**src/rtl/student_fir_pkg.sv**
```systemverilog
// Shared types for the FIR sample delay-line controller.
package student_fir_pkg;

  typedef enum logic [1:0] {
    CLEAR = 2'd0,
    IDLE  = 2'd1,
    READ  = 2'd2
  } sample_ctrl_state_e;

endpackage

```
**src/rtl/student_fir_sample_ctrl.sv**
```systemverilog
// Delay-line sequencer: zero-fills the sample RAM, writes each accepted sample at the
// circular write pointer, then streams TapCount delayed samples (newest first) to the MAC.
module student_fir_sample_ctrl
  import student_fir_pkg::*;
#(
  parameter int AddrWidth = 2,
  parameter int DataSize  = 16,
  parameter int TapCount  = 4
) (
  input  logic                 clk_i,
  input  logic                 rst_i,
  input  logic [DataSize-1:0]  sample_i,
  input  logic                 sample_valid_i,
  output logic                 sample_ready_o,
  input  logic                 clear_i,
  output logic                 busy_o,
  output logic [DataSize-1:0]  tap_data_o,
  output logic [AddrWidth-1:0] tap_idx_o,
  output logic                 tap_valid_o,
  output logic                 tap_last_o,
  output logic                 ram_ena_o,
  output logic                 ram_wea_o,
  output logic [AddrWidth-1:0] ram_addra_o,
  output logic [DataSize-1:0]  ram_dia_o,
  output logic                 ram_enb_o,
  output logic [AddrWidth-1:0] ram_addrb_o,
  input  logic [DataSize-1:0]  ram_dob_i
);

  localparam logic [AddrWidth-1:0] LastTap  = AddrWidth'(TapCount - 1);
  localparam logic [AddrWidth-1:0] LastAddr = '1;

  if (TapCount < 1 || TapCount > (1 << AddrWidth)) begin : g_tapcount_check
    $error("student_fir_sample_ctrl: TapCount must be within 1..2**AddrWidth");
  end

  sample_ctrl_state_e    r_state;
  sample_ctrl_state_e    w_state_nxt;
  logic [AddrWidth-1:0]  r_wr_ptr;
  logic [AddrWidth-1:0]  r_base;
  logic [AddrWidth-1:0]  r_k;
  logic [AddrWidth-1:0]  r_clr_cnt;
  logic                  r_vld_q;
  logic [AddrWidth-1:0]  r_idx_q;
  logic                  r_last_q;
  logic                  w_accept;

  always_comb begin
    w_state_nxt    = r_state;
    w_accept       = 1'b0;
    sample_ready_o = 1'b0;
    busy_o         = 1'b0;
    ram_ena_o      = 1'b0;
    ram_wea_o      = 1'b0;
    ram_addra_o    = '0;
    ram_dia_o      = '0;
    ram_enb_o      = 1'b0;
    ram_addrb_o    = '0;
    if (rst_i) begin
      busy_o = 1'b1;
    end else begin
      case (r_state)
        CLEAR: begin
          busy_o      = 1'b1;
          ram_ena_o   = 1'b1;
          ram_wea_o   = 1'b1;
          ram_addra_o = r_clr_cnt;
          if (r_clr_cnt == LastAddr) begin
            w_state_nxt = IDLE;
          end else begin
            w_state_nxt = CLEAR;
          end
        end
        IDLE: begin
          sample_ready_o = !clear_i;
          if (clear_i) begin
            w_state_nxt = CLEAR;
          end else if (sample_valid_i) begin
            w_accept    = 1'b1;
            ram_ena_o   = 1'b1;
            ram_wea_o   = 1'b1;
            ram_addra_o = r_wr_ptr;
            ram_dia_o   = sample_i;
            w_state_nxt = READ;
          end else begin
            w_state_nxt = IDLE;
          end
        end
        READ: begin
          busy_o      = 1'b1;
          ram_enb_o   = 1'b1;
          ram_addrb_o = r_base - r_k;
          if (r_k == LastTap) begin
            w_state_nxt = IDLE;
          end else begin
            w_state_nxt = READ;
          end
        end
        default: begin
          w_state_nxt = CLEAR;
        end
      endcase
    end
  end

  // The read-valid stage mirrors the RAM's one-cycle read latency.
  always_ff @(posedge clk_i) begin
    if (rst_i) begin
      r_state   <= CLEAR;
      r_wr_ptr  <= '0;
      r_base    <= '0;
      r_k       <= '0;
      r_clr_cnt <= '0;
      r_vld_q   <= 1'b0;
      r_idx_q   <= '0;
      r_last_q  <= 1'b0;
    end else begin
      r_state  <= w_state_nxt;
      r_vld_q  <= (r_state == READ);
      r_idx_q  <= (r_state == READ) ? r_k : '0;
      r_last_q <= (r_state == READ) && (r_k == LastTap);
      case (r_state)
        CLEAR: begin
          r_clr_cnt <= r_clr_cnt + 1'b1;
          if (r_clr_cnt == LastAddr) begin
            r_wr_ptr <= '0;
          end
        end
        IDLE: begin
          if (clear_i) begin
            r_clr_cnt <= '0;
          end else if (w_accept) begin
            r_base   <= r_wr_ptr;
            r_wr_ptr <= r_wr_ptr + 1'b1;
            r_k      <= '0;
          end
        end
        READ: begin
          if (r_k != LastTap) begin
            r_k <= r_k + 1'b1;
          end
        end
        default: begin
          r_clr_cnt <= '0;
        end
      endcase
    end
  end

  assign tap_valid_o = !rst_i && r_vld_q;
  assign tap_idx_o   = rst_i ? '0 : r_idx_q;
  assign tap_last_o  = !rst_i && r_vld_q && r_last_q;
  assign tap_data_o  = (!rst_i && r_vld_q) ? ram_dob_i : '0;

endmodule

```
**config.mk**
```make
export PLATFORM = sky130hd
export DESIGN_NAME = student_fir_sample_ctrl
export DESIGN_NICKNAME = d
export VERILOG_FILES = /design/src/rtl/student_fir_pkg.sv /design/src/rtl/student_fir_sample_ctrl.sv
export SDC_FILE = /design/constraint.sdc
export NUM_CORES = 1
export LEC_CHECK = 0
export BUFFER_PORTS_ARGS = -buffer_cell sky130_fd_sc_hd__buf_4
export CORE_MARGIN = 4
export CORE_UTILIZATION = 40
export DETAILED_ROUTE_END_ITERATION = 7
export PLACE_DENSITY = 0.85
export SYNTH_ARGS = -nofsm -noshare
export SYNTH_HDL_FRONTEND = slang
export SYNTH_SLANG_ARGS = --single-unit
```
**constraint.sdc**
```tcl
create_clock -name clk_i -period 2 [get_ports clk_i]
set_input_delay 0.1 -clock clk_i [delete_from_list [all_inputs] [get_ports clk_i]]
set_output_delay 0.1 -clock clk_i [all_outputs]
set_load 0.02 [all_outputs]
```
; ---- Word-level counts from Yosys, hierarchy flattened
; Index checks and enable logic that the tools add are counted.
; W data, S select, Z words.
[op_classes]
addsub = 4
reduce_logical = 14
muxes = 39
div = 0
n_lt_le_gt_ge = 0
bitwise_logic = 2
n_mul = 0
n_eq_ne = 10
shift = 0
[ops]
columns = operator, n
row1 = $mux W16, 5
row2 = $mux W2, 16
row3 = $mux W1, 12
row4 = $pmux W2 S2, 3
row5 = $pmux W2 S3, 2
row6 = $ne A2 B2 Y1 const B, 5
row7 = $reduce_and A4 Y1, 2
row8 = $add A2 B1 Y2 const B, 3
row9 = $eq A2 B2 Y1 const B, 3
row10 = $reduce_bool A2 Y1, 2
row11 = $reduce_or A2 Y1, 2
row12 = $logic_and A1 B1 Y1, 3
row13 = $reduce_and A3 Y1, 1
row14 = $eq A2 B1 Y1 const B, 1
row15 = $logic_not A1 Y1, 2
row16 = $logic_not A2 Y1, 1
row17 = $ne A2 B1 Y1 const B, 1
row18 = $not A1 Y1, 2
row19 = $pmux W1 S2, 1
row20 = $reduce_and A2 Y1, 1
row21 = $sub A2 B2 Y2, 1
[totals]
mem_bits_ro = 0
mem_bits_rw = 0
in_bits = 36
reg_bits = 14
mem_count = 0
output_inout_bits = 45
latchBits = 0
wordCells = 77

; ---- Longest topological paths before layout
; Gate-level depths: netlist of run 1.
[depth]
depth_word = 7
depth_mapped = 5
mapped_depth_nobuf = 5

; ---- Least setup slack after synthesis of run 1
; OpenSTA, ideal clock, no wires.
[synth_timing]
path_kind = flip-flop to output port
startpoint = reg r_state[0]
endpoint = out ram_wea_o
path_stages_with_launch = 5
required_time_ns = 1.900
setup_slack_ns = 0.496
path_buffers = 2
t_arrival_ns = 1.404
path_cell_list = dfxtp_1 buf_2 nor2b_1 nor3_1 buf_4
[synth_between]
elab_chain_cells = 3
elab_cells_between_ends = 4
cone_classes = 1 x eq/ne / 2 x mux / 1 x reduce/logical
[synth_rtl]
columns = element, line_no
row1 = start: declaration, student_fir_sample_ctrl.sv:37  ; sample_ctrl_state_e r_state;
row2 = start signal: assignment, student_fir_sample_ctrl.sv:118  ; r_state <= w_state_nxt;
row3 = $eq A2 B1 Y1 / $logic_not A2 Y1 (equally long branches), --
row4 = $pmux W1 S2 (*), --
row5 = $mux W1 (*), --
row6 = end: declaration, student_fir_sample_ctrl.sv:22  ; output logic ram_wea_o,
; Every way passes the cells marked *; elsewhere a longest branch is shown, timed or not.

; ---- Worst setup path in the final report of run 1
[layout_timing]
startpoint = reg r_state[0]
endpoint = out ram_dia_o[5]
[layout_between]
elab_chain_cells = 3
[layout_rtl]
columns = element, line_no
row1 = $eq A2 B1 Y1, student_fir_sample_ctrl.sv:62  ; case (r_state)
row2 = $mux W16, student_fir_sample_ctrl.sv:62
row3 = $mux W16, student_fir_sample_ctrl.sv:59  ; if (rst_i) begin
row4 = end: declaration, student_fir_sample_ctrl.sv:24  ; output logic [DataSize-1:0] ram_dia_o,
; Every way passes these cells.

==> results of run 1 <==
==> worst register-to-register path, cell delays in order, from the launching register on <==
cell	delay (ns)
sky130_fd_sc_hd__dfxtp_1	0.57
sky130_fd_sc_hd__or3b_4	0.46
sky130_fd_sc_hd__or2_1	0.23
sky130_fd_sc_hd__a21oi_2	0.12
==> flip-flops by register name, summed over array words and instances, names as in the netlist <==
name       cells
r_base         2
r_clr_cnt      2
r_idx_q        2
r_k            2
r_last_q       1
r_state        2
r_vld_q        1
r_wr_ptr       2
==> cells by family after synthesis <==
group / count (synthesis)
compound gates: 15
xor+xnor: 2
fa+ha+maj: 3
buf+inv: 9
flops: 14
mux: 2
simple gates: 75
==> per-stage QoR <==
stage / area (µm²) / hold slack, ns / instances / total power [mW]
3_3_place_gp: 1580 / 0.419 / 222 / 0.424
6_report: 1620 / 0.136 / 226 / 0.624
5_1_grt: 1620 / 0.151 / 226 / 0.657
4_1_cts: 1620 / 0.126 / 226 / 0.630
3_5_place_dp: 1580 / 0.429 / 222 / 0.429
2_1_floorplan: 972 / 0.277 / 120 / 0.357
==> power breakdown <==
| group | switching [mW] | internal [mW] | total, mW |
|---|---|---|---|
| clock | 0.0916 | 0.111 | 0.202 |
| sequential | 0.00960 | 0.286 | 0.295 |
| combinational | 0.0497 | 0.0769 | 0.127 |
==> metal layers <==
| layer | vias to the layer above | routed length, µm | global-route usage [%] |
|---|---|---|---|
| met3 | 2 | 257 | 3.85 |
| met2 | 50 | 1610 | 34.7 |
| met5 | - | 0 | 0 |
| li1 | 554 | - | - |
| met1 | 492 | 1300 | 22.9 |
| met4 | 0 | 17 | 3.97 |
==> final cells by class <==
class	instances	area (µm²)	share of cell area (%)
clock buffer	4	36.3	2.24
timing repair buffer	81	608	37.5
inverter	2	7.51	0.463
sequential	14	280	17.3
tap	28	35.0	2.16
multi-input combinational	97	654	40.4
==> worst min path at each step <==
stage                         startpoint  cells after the start         end
after floorplan           sample_valid_i                      3  r_state[0]
after global placement             rst_i                      2      r_k[0]
after detailed placement           rst_i                      2      r_k[0]
after CTS                          rst_i                      2      r_k[0]
after global routing               rst_i                      2      r_k[0]
final                              rst_i                      2      r_k[0]
==> layout by cell type (no fill, tap or decap) <==
| master | instances |
|---|---|
| sky130_fd_sc_hd__nand2_1 | 5 |
| sky130_fd_sc_hd__or2_1 | 1 |
| sky130_fd_sc_hd__a2bb2oi_1 | 1 |
| sky130_fd_sc_hd__a21oi_1 | 4 |
| sky130_fd_sc_hd__xnor2_1 | 2 |
| sky130_fd_sc_hd__nand2b_1 | 3 |
| sky130_fd_sc_hd__and2b_1 | 3 |
| sky130_fd_sc_hd__nand3_1 | 1 |
| sky130_fd_sc_hd__a221o_1 | 1 |
| sky130_fd_sc_hd__o31ai_1 | 1 |
| sky130_fd_sc_hd__clkbuf_8 | 1 |
| sky130_fd_sc_hd__or3b_4 | 1 |
| sky130_fd_sc_hd__buf_4 | 81 |
| sky130_fd_sc_hd__a21oi_2 | 1 |
| sky130_fd_sc_hd__o21ai_0 | 4 |
| sky130_fd_sc_hd__mux2i_1 | 2 |
| sky130_fd_sc_hd__dfxtp_1 | 14 |
| sky130_fd_sc_hd__nor4b_1 | 1 |
| sky130_fd_sc_hd__a211oi_1 | 1 |
| sky130_fd_sc_hd__nor2_4 | 1 |
| sky130_fd_sc_hd__nand4b_1 | 1 |
| sky130_fd_sc_hd__clkbuf_4 | 3 |
| sky130_fd_sc_hd__inv_1 | 2 |
| sky130_fd_sc_hd__nor2_1 | 6 |
| sky130_fd_sc_hd__nor2b_1 | 9 |
| sky130_fd_sc_hd__nand4bb_4 | 1 |
| sky130_fd_sc_hd__and4bb_2 | 1 |
| sky130_fd_sc_hd__nor3_1 | 3 |
| sky130_fd_sc_hd__and2_1 | 37 |
| sky130_fd_sc_hd__ha_1 | 3 |
| sky130_fd_sc_hd__nor3b_1 | 1 |
| sky130_fd_sc_hd__a31oi_1 | 2 |
==> summary.md, run 1 <==
The run finished with clean final reports. The number of nets in the layout was 238; the mean instance size in the synthesized netlist was 8.10 µm². The final weighted congestion in routability-driven placement was 0.873.

The critical path crosses 4 cells after its start point. Dividing the final minimum period by the clock period gives 90.6%. The minimum clock period after layout works out to 1.81 ns. TritonCTS built the clock tree. For the final critical-path setup slack, the log shows 0.189 ns. Of the cells placed in the final design, the portion with a size suffix greater than 1 is 45.5%. The synthesized design contains 0 enable-type register cells. Post-CTS timing repair inserted 0 buffers for setup. The number of instances in the synthesized netlist is 120. The required arrival time at the worst endpoint was 1.90 ns.

The tools report the core area as 2250 µm². The logs give 68.5% for the worst-case headroom to the max-slew limit and 43.1% for the initial standard-cell utilization of the core. Summed over all layers, the global routing overflow is 0. The worst voltage drop across the vdd grid was 0.400 mV.

Of all nets on the critical path, the largest fanout is 16. For this design the ratio of total power to cell area is 385 nW/µm². Yosys mapped the design onto 33 distinct sky130hd cell types.

The run gives 1 as the H-tree depth. The tools report the capture point of the worst path as ram_dia_o[5]. The primary flip-flop cell chosen by synthesis mapping was sky130_fd_sc_hd__dfxtp_1. The synthesized-area fraction occupied by ao, oa, aoi and oai cells came out at 9.78%. Number of pins exceeding their max-slew limit in the final report: 0. Setup slack of the worst register-to-register path: 0.56 ns.

In this run the worst hold path is classified as primary input to flip-flop. Of the total synthesized cell area, the portion taken by AND, OR, NAND and NOR gates is 49.3%. Counting the buffers created by CTS gives 3. Traced cell by cell, the critical path runs through nand4bb_4 -> nor2_4 -> and2_1 -> buf_4. The category of cells accounting for the largest share of critical-path delay was simple AND/OR/NAND/NOR gates. Yosys printed 0 warnings.

The worst flop-to-flop path endpoint is r_k[0]. The largest single stage delay on the critical path is 0.62 ns. Row generation in the floorplan step produced 17 rows. After synthesis, the largest family of logic cells by area is simple AND/OR/NAND/NOR gates.

Number of failing hold endpoints at the final stage: 0. The net count after synthesis is 159. For the final routed database, the setup TNS stands at 0 ns. Summing the areas of all xor and xnor instances in the mapped netlist gives 1.80% of the synthesized area. Detailed placement ended at an HPWL of 2640 µm. Setup violations remaining at the end of the flow were counted as 0. Startpoint of the lowest-slack register-to-register path: r_state[1]. In the routed layout, each cell is associated on average with a via count of 4.86. In this run the horizontal extent of the chip is 57.3 µm. The tools report the overall die area as 3280 µm². The data arrival time of the critical path was 1.71 ns.

Among all cell types in the netlist, the one instantiated most often is sky130_fd_sc_hd__and2_1. Gates resized during post-CTS repair numbered 0. The repair_antennas step left the layout with diodes totalling 0.

After detailed routing, the total wire length is 3180 µm. The number of buffer and inverter instances along the worst setup path came out at 1. The tools report the via count of the first global-routing pass as 1,034. The first global-routing pass estimated 4990 µm of wire. Entering global routing, the biggest net connects 24 pins. Setup repair after global routing left no endpoint under its margin.

Prior to clock tree synthesis, the placed netlist has a worst setup slack of 0.410 ns. The source of the critical timing path is r_state[0]. The number of DRC markers after the initial detailed-route iteration was 29; the number of antenna violations at the first check in global routing was 0.

At the pin with the least slew margin, the transition time is 0.473 ns. The highest clock frequency the design can meet was 552 MHz. sky130_fd_sc_hd__dfxtp_1 takes more of the synthesized area than any other cell. In the final routed layout, each cell accounts on average for 14.1 µm.

In this run the tool buffered the top-level ports with 80 buffer cells. The first detailed-routing pass took 4 iterations. The worst-case reg-to-reg path depth is 3.

The number of fill cells in the layout was 194; the largest clock skew in the final design was 0.00290 ns. Sequential elements use 28.8% of the synthesized area. The share of the synthesized area in the top cell type is 28.8%, and the floorplan die height is 57.3 µm.

The run gives 2 as the maximum buffer depth of the clock tree. By area the synthesized netlist is led by sky130_fd_sc_hd__dfxtp_1 29%, sky130_fd_sc_hd__and2_1 24%, sky130_fd_sc_hd__nor2b_1 5.8%. The final core utilization came out at 71.9%. The slowest stage of the critical path belongs to the cell sky130_fd_sc_hd__dfxtp_1. Adder-cell area share of the yosys netlist: 3.86%.

In this run, synthesis produced a sequential element count of 14. The area growth from synthesis to layout is 66.8%, and the leakage power total is 0.802 nW. Counting flops with an async set or reset pin after synthesis yields a share of 0%. The path type of the worst setup path was flip-flop to output pin. Clock tree synthesis selected as its root buffer the cell sky130_fd_sc_hd__clkbuf_4.

The number of vias in the routed layout was 1,098; the number of hold buffers added after CTS was 0. Clock-pin slew was measured on the worst setup and hold paths at 0.08 ns. Clock latency on the worst-skew pair: 0.28 ns.

The mux cell area share after synthesis came out at 2.06%. The global-route total usage across every layer is 19.0%, and the I/O pin total is 81. The tree built by TritonCTS fans out to 14 sinks.

The DRC violations left is 0, and the remaining antenna violation count is 0. The worst setup path is captured at an output pin. For the number of max-cap violations, the log shows 0. Post-synthesis instance area: 972 µm². STA classifies the critical path startpoint as a flip-flop. Counting instances in the post-synthesis netlist gives the leading cell types as 37 x sky130_fd_sc_hd__and2_1, 14 x sky130_fd_sc_hd__dfxtp_1, 9 x sky130_fd_sc_hd__nor2b_1.
No activity file was read; power rests on OpenSTA's default activity.
==> run 2, diff against run 1 <==
SETUP_SLACK_MARGIN = 0.3   (was default)
==> run 2 against run 1 <==
Cell count rose by 0.44%. Sequential power barely moved. Wire length rose by 1.8%. Setup slack improved by 0.21 ns. Sequential share of layout area rose by 0.13 points. Via count rose by 2.7%. Total power barely moved. First-iteration DRC count rose by 21%. Clock skew barely moved. Die area did not move. Register-to-register slack barely moved. Design area rose by 1.0%. Critical endpoint is now ram_dia_o[1].
==> summary.md, run 2 (synthesis results as in run 1) <==
The run finished with clean final reports. The run gives 25 (+4.2%) as the maximum number of pins on one net before global-route repair. The tools report the startpoint type of the worst setup path as a flip-flop. The overall die area was 3280 µm² (unchanged).

The tools report the cell row count as 17 (unchanged). The total power divided by cell area came out at 381 nW/µm² (-0.95%). Share of power burned in combinational logic: 20.6% (+0.3 points).

The tools report the via count of the first global-routing pass as 1,052 (+1.7%). The hold path depth came out at 4 (+2). The horizontal extent of the die came out at 57.3 µm (unchanged). Delay contributed by the slowest stage of the critical path: 0.39 ns (-0.23 ns).

The run gives 76.4% (+7.9 points) as the worst-case headroom to the max-slew limit. Leaving out fill and tap cells, the most frequent cells in the layout are 81 x sky130_fd_sc_hd__buf_4, 37 x sky130_fd_sc_hd__and2_1, 12 x sky130_fd_sc_hd__dfxtp_1. The total power after layout was 0.625 mW (about the same).

Grouping stages by cell kind, the critical path spends the most delay in simple AND/OR/NAND/NOR gates. The sum of overflow across all layers after global routing was 0 (unchanged); the multi-input logic area was 666 µm² (+1.7%). The fraction of layout cells with a size suffix above 1 is 46.7% (+1.3 points), and the worst voltage drop across the vdd grid is 0.400 mV (about the same). The post-route clock period utilization is 79.9% (-11 points), and the highest clock frequency the design can meet is 626 MHz (+13%).

Internal power component: 0.473 mW (about the same). For the number of sinks driven by the clock tree, the log shows 14 (unchanged). The number of search-and-repair iterations in the first detailed-routing pass is 4 (unchanged), and the number of nets in the layout is 239 (+0.42%). For hold timing, the worst endpoint is r_state[0]. The most common library cell in the layout ignoring fill and taps was sky130_fd_sc_hd__buf_4. The worst setup path is captured at an output pin.

In this run the most critical hold path is launched from sample_valid_i. The run gives 3 (unchanged) as the number of buffers created by CTS. The worst setup path is of the flip-flop to output pin kind. The number of pins exceeding their max-slew limit in the final report was 0 (unchanged); the switching fraction of total power was 24.3% (+0.11 points).

The slowest cell on the critical path is sky130_fd_sc_hd__dfxtp_2. DRC violations left: 0 (unchanged). From synthesis to final layout, the design area changed by 68.5%. The maximum buffer depth of the clock tree was 2 (unchanged); the global-route total usage across every layer was 19.6% (+0.56 points). The register share of total power is 47.2% (about the same), and the transition time at the pin with the least slew margin is 0.354 ns (-0.119 ns).

The worst flop-to-flop path endpoint was r_k[0]. TritonCTS built the clock tree. Setup repair after global routing left no endpoint under its margin.

The number of vias in the routed layout came out at 1,128 (+2.7%). The footprint of the flip-flops and latches is 285 µm² (+1.8%), and the buffer count from post-CTS setup fixing is 0 (unchanged). The count of port buffers added during placement is 80 (unchanged), and the number of fill cells in the layout is 187 (-3.6%). Number of max-cap violations: 0 (unchanged). The final core utilization was 72.6% (+0.72 points); the remaining antenna violation count was 0 (unchanged). The relative contribution of the clock network to total power was 32.3% (about the same).

The global-route wire length before repair was 5140 µm (+3.0%); the final number of setup-violating endpoints was 0 (unchanged). The logs give 43.1% (unchanged) for the initial standard-cell utilization of the core and 2250 µm² (unchanged) for the core area. The vias per cell was 4.97 (+2.3%); the final total negative setup slack was 0 ns (unchanged). The minimum clock period after layout is 1.60 ns (-0.214 ns), and the leakage power total is 0.804 nW (+0.26%). The logs give 0.152 mW (+0.49%) for the switching component of the power and 1.50 ns (-0.21 ns) for the data arrival time of the critical path. For the worst slack on hold paths, the log shows 0.153 ns (+0.0171 ns).

The critical path goes through nand4bb_4 -> nor2_4 -> and2_1 -> buf_4. For the largest clock skew in the final design, the log shows 0.00316 ns (+0.000261 ns). The worst-case reg-to-reg path depth works out to 4 (+1). The cell sitting at the root of the clock tree is a sky130_fd_sc_hd__clkbuf_4. The number of DRC markers after the initial detailed-route iteration was 35 (+21%); the average wire length per cell after detail routing was 14.3 µm (+1.3%). The H-tree depth is 1 (unchanged), and the overall routed net length is 3240 µm (+1.8%). The tools report the number of antenna violations at the first check in global routing as 0 (unchanged). The I/O pin total is 81 (unchanged), and the floorplan die height is 57.3 µm (unchanged).

The required arrival time at the worst endpoint was 1.90 ns (about the same). Clock latency on the worst-skew pair: 0.28 ns (about the same). The tools report the number of failing hold endpoints at the final stage as 0 (unchanged).

Path class of the lowest-slack min-delay path: primary input to flip-flop. The final weighted congestion in routability-driven placement was 0.873 (unchanged). The number of buffer and inverter instances along the worst setup path works out to 1 (unchanged). The clock-pin slew reported for the worst setup and hold paths after clock tree synthesis is 0.08 ns (about the same), and the total inserted antenna cells is 0 (unchanged). The startpoint of the lowest-slack register-to-register path is r_k[0]. The detailed placer's ending HPWL came out at 2640 µm (unchanged). The largest driver fanout on the critical path was 13 (-3). The setup slack of the worst register-to-register path was 0.57 ns (about the same).
## run 2: changes by cell type in the layout (fill, tap and decap cells not counted)
cell / previous run / this run
sky130_fd_sc_hd__dfxtp_1: 14 / 12
sky130_fd_sc_hd__dfxtp_2: 0 / 1
sky130_fd_sc_hd__dfxtp_4: 0 / 1
sky130_fd_sc_hd__nor2_4: 1 / 2
## run 2: layer usage
| metal | vias to the layer above | GRT usage [%] | wire length, µm |
|---|---|---|---|
| li1 | 555 | - | - |
| met1 | 505 | 23.7 | 1260 |
| met2 | 61 | 35.1 | 1600 |
| met3 | 7 | 4.07 | 317 |
| met4 | 0 | 4.97 | 53 |
| met5 | - | 0 | 0 |
## run 2: layout make-up
class,instances,share of cell area [%]
multi-input cells,98,40.6
repair buffers,81,37.1
well taps,28,2.14
inverters,2,0.458
clock buffers,4,2.22
flip-flops and latches,14,17.4
## run 2: how the worst max path moves through the flow
stage               startpoint        endpoint  cells past startpoint
floorplan           r_state[0]       ram_wea_o                      4
global placement    r_state[0]   ram_dia_o[14]                      4
detailed placement  r_state[0]    ram_dia_o[8]                      4
CTS                 r_state[0]  ram_addrb_o[1]                      4
global route        r_state[1]    ram_dia_o[4]                      4
finish              r_state[1]    ram_dia_o[1]                      4
## run 2: power by group through the flow
stage / clock network [mW] / logic [mW] / registers, mW
2_1_floorplan: 0 / 0.0592 / 0.297
3_3_place_gp: 0 / 0.123 / 0.301
3_5_place_dp: 0 / 0.127 / 0.302
4_1_cts: 0.207 / 0.129 / 0.296
5_1_grt: 0.222 / 0.140 / 0.296
6_report: 0.202 / 0.128 / 0.295
## run 2: per-stage QoR
stage          cell area, µm²  worst slack (ns)  instances
2_1_floorplan             972             0.496        120
3_3_place_gp             1580             0.484        222
3_5_place_dp             1580             0.410        222
4_1_cts                  1640             0.347        227
5_1_grt                  1640             0.302        227
6_report                 1640             0.403        227
## run 2: worst register-to-register path: stages (launching register included)
cell                      delay, ns
sky130_fd_sc_hd__dfxtp_1       0.36
sky130_fd_sc_hd__ha_1          0.25
sky130_fd_sc_hd__or3b_4        0.41
sky130_fd_sc_hd__or2_1         0.23
sky130_fd_sc_hd__a21oi_2       0.12
## run 2: what timing repair did
item / CTS / global route
hold buffers: 0 / 0
pin swaps: 0 / 2
resized for setup: 4 / 1
gates cloned: 1 / 0
endpoints found under the setup margin: 18 / 4
==> run 3, diff against run 2 <==
CORE_UTILIZATION = 34   (was 40)
PLACE_DENSITY = 0.77   (was 0.85)
clock period = 1.4 ns   (was 2 ns; I/O delays follow)
==> run 3 against run 2 <==
The flow now finishes with violations (negative setup slack). Critical endpoint unchanged. Largest power group unchanged. Highest routed layer unchanged. Clock skew grew 0.0070 ns. Sequential cell count is the same. Sequential power grew 42%. Clock-buffer cell count is the same.
==> summary.md, run 3 (synthesis results as in run 1) <==
The run finished, with violations left. The final reports fail on negative setup slack. The total power after layout was 0.988 mW (+58%).

The worst-case headroom to the max-slew limit is 77.6% (+1.3 points), and the number of hold buffers added after CTS is 0 (unchanged). Compared with the post-synthesis result, the final layout area differs by 129%. For the relative contribution of the clock network to total power, the log shows 31.3% (-1.0 points).

The logs give -0.01 ns (-0.58 ns) for the setup slack of the worst register-to-register path and 0.272 mW (+79%) for the switching component of the power. STA classifies the critical path endpoint as an output pin. The number of DRC markers after the initial detailed-route iteration is 58 (+66%), and the cell area after layout is 2230 µm² (+36%). The vias per cell is 5.14 (+3.5%), and the final critical-path setup slack is -0.124 ns (-0.526 ns).

Final weighted congestion in routability-driven placement: 0.746 (-15%). Walking the worst path, the cells encountered are buf_6 -> nand4bb_4 -> nor2_4 -> buf_12 -> and2_1 -> buf_6. The logs give 26.4% (+5.8 points) for the share of power burned in combinational logic and 0.30 ns (+0.02 ns) for the clock latency on the worst-skew pair. The run gives 21.3% (+1.7 points) as the global-route total usage across every layer.

The data arrival time of the critical path is 1.45 ns (-0.05 ns). CTS placed an instance of sky130_fd_sc_hd__clkbuf_4 at the clock tree root. The run gives 26 (+4.0%) as the maximum number of pins on one net before global-route repair.

The cell that appears most often on the critical path is sky130_fd_sc_hd__buf_6. Clock-pin slew reported for the worst setup and hold paths after clock tree synthesis: 0.10 ns (+0.02 ns). The run gives 0 (unchanged) as the total inserted antenna cells.

For the maximum buffer depth of the clock tree, the log shows 2 (unchanged). The logs give 5940 µm (+16%) for the global-route wire length before repair and 14 (unchanged) for the number of sinks driven by the clock tree. The required arrival time at the worst endpoint was 1.33 ns (-0.57 ns). The tools report the overall die area as 3780 µm² (+15%). Delay contributed by the slowest stage of the critical path: 0.39 ns (about the same). The sum of overflow across all layers after global routing was 0 (unchanged).

TritonCTS built the clock tree. The worst path in the final design needs a cycle of 1.52 ns, including I/O delays and setup. For the leakage power total, the log shows 1.02 nW (+27%). The slowest stage of the critical path belongs to the cell sky130_fd_sc_hd__dfxtp_4.

Initial standard-cell utilization of the core: 35.6% (-7.6 points). The run gives 4 (unchanged) as the number of search-and-repair iterations in the first detailed-routing pass. The run gives 0.0554 ns (-0.355 ns) as the post-placement worst setup slack. The tools report the number of max-cap violations as 0 (unchanged).

The number of buffer and inverter instances along the worst setup path is 3 (+2). Setup repair after global routing could not meet its margin everywhere. The largest clock skew in the final design is 0.0101 ns (+0.00696 ns), and the average wire length per cell after detail routing is 18.2 µm (+27%). The register share of total power was 42.3% (-4.9 points). For the remaining antenna violation count, the log shows 0 (unchanged). The worst slack on hold paths came out at 0.148 ns (-0.00502 ns).

The tools report the number of fill cells in the layout as 154 (-18%). The horizontal extent of the die was 61.5 µm (+7.3%). The floorplan die height was 61.5 µm (+7.3%); the post-route clock period utilization was 109%. For the number of pins exceeding their max-slew limit in the final report, the log shows 0 (unchanged). For the I/O pin total, the log shows 81 (unchanged). The total power divided by cell area was 443 nW/µm² (+16%); the number of buffers created by CTS was 3 (unchanged).

The core area is 2730 µm² (+21%), and the detailed placer's ending HPWL is 2640 µm (about the same). The number of failing hold endpoints at the final stage is 0 (unchanged). The count of port buffers added during placement was 80 (unchanged). The fraction of layout cells with a size suffix above 1 is 76.7% (+30 points).

The worst setup path is of the flip-flop to output pin kind. The number of antenna violations at the first check in global routing came out at 0 (unchanged). Derived from the worst setup path, the maximum achievable clock frequency is 656 MHz.

The number of nets in the layout was 263 (+10%); the H-tree depth was 1 (unchanged). Switching fraction of total power: 27.5% (+3.3 points). The worst voltage drop across the vdd grid is 0.453 mV (+13%), and the overall routed net length is 4620 µm (+43%). On the critical path the largest part of the delay comes from flip-flops. In the layout the commonest cells are 53 x sky130_fd_sc_hd__buf_4, 50 x sky130_fd_sc_hd__buf_6, 33 x sky130_fd_sc_hd__and2_4. The cell row count was 19 (+2); the largest driver fanout on the critical path was 16 (+3). The path class of the lowest-slack min-delay path is primary input to flip-flop. The tools report the via count of the first global-routing pass as 1,208 (+15%). The number of vias in the routed layout was 1,306 (+16%). Startpoint type of the worst setup path: a flip-flop.

The internal power component is 0.716 mW (+51%), and the cell area reported after detailed placement is 1680 µm² (+6.0%). Most common library cell in the layout ignoring fill and taps: sky130_fd_sc_hd__buf_4. The final number of setup-violating endpoints was 26 (+26); the transition time at the pin with the least slew margin was 0.336 ns (-0.0182 ns).

For the DRC violations left, the log shows 0 (unchanged).
run 3: cell type report:
class | instances | area [µm²] | share of cell area (%)
timing repair buffer | 104 | 981 | 44.0
multi-input combinational | 99 | 876 | 39.3
sequential | 14 | 292 | 13.1
tap | 31 | 38.8 | 1.74
clock buffer | 4 | 36.3 | 1.63
inverter | 2 | 7.51 | 0.337
run 3: per-stage QoR:
step                setup TNS, ns  std cells  utilization, %
floorplan                       0        120               -
global placement                0        229            61.3
detailed placement              0        229            61.3
CTS                         -1.26        247            77.3
global route                -3.35        254            81.6
finish                      -2.13        254            81.6
run 3: power by group through the flow:
| stage | clock (mW) | combinational [mW] | sequential (mW) |
|---|---|---|---|
| 6_report | 0.309 | 0.261 | 0.418 |
| 4_1_cts | 0.310 | 0.233 | 0.415 |
| 3_5_place_dp | 0 | 0.197 | 0.428 |
| 3_3_place_gp | 0 | 0.191 | 0.427 |
| 2_1_floorplan | 0 | 0.0888 | 0.425 |
| 5_1_grt | 0.330 | 0.276 | 0.420 |
run 3: worst min-delay path, stage by stage:
cell	delay, ns
sky130_fd_sc_hd__buf_4	0.12
sky130_fd_sc_hd__nor3b_4	0.06
sky130_fd_sc_hd__nor2_1	0.09
sky130_fd_sc_hd__a211oi_1	0.07
run 3: worst paths after layout:
path,startpoint,cells past startpoint,to
worst min register to register,r_base[0],2,r_base[0]
worst min-delay path,clear_i,4,r_clr_cnt[0]
worst max register to register,r_state[0],6,r_wr_ptr[1]
worst max-delay path,r_state[0],6,ram_dia_o[1]
run 3: metal layers:
| metal | up-vias | global-route usage [%] | wire length [µm] |
|---|---|---|---|
| li1 | 610 | - | - |
| met1 | 622 | 22.4 | 1570 |
| met2 | 64 | 41.1 | 2500 |
| met3 | 10 | 4.40 | 448 |
| met4 | 0 | 7.58 | 95 |
| met5 | - | 0 | 0 |
run 3: timing repair:
action / in CTS / in global routing
resized for setup: 82 / 19
cloned: 3 / 0
pin swaps: 22 / 19
setup endpoints to repair: 54 / 56
buffers inserted: 11 / 7
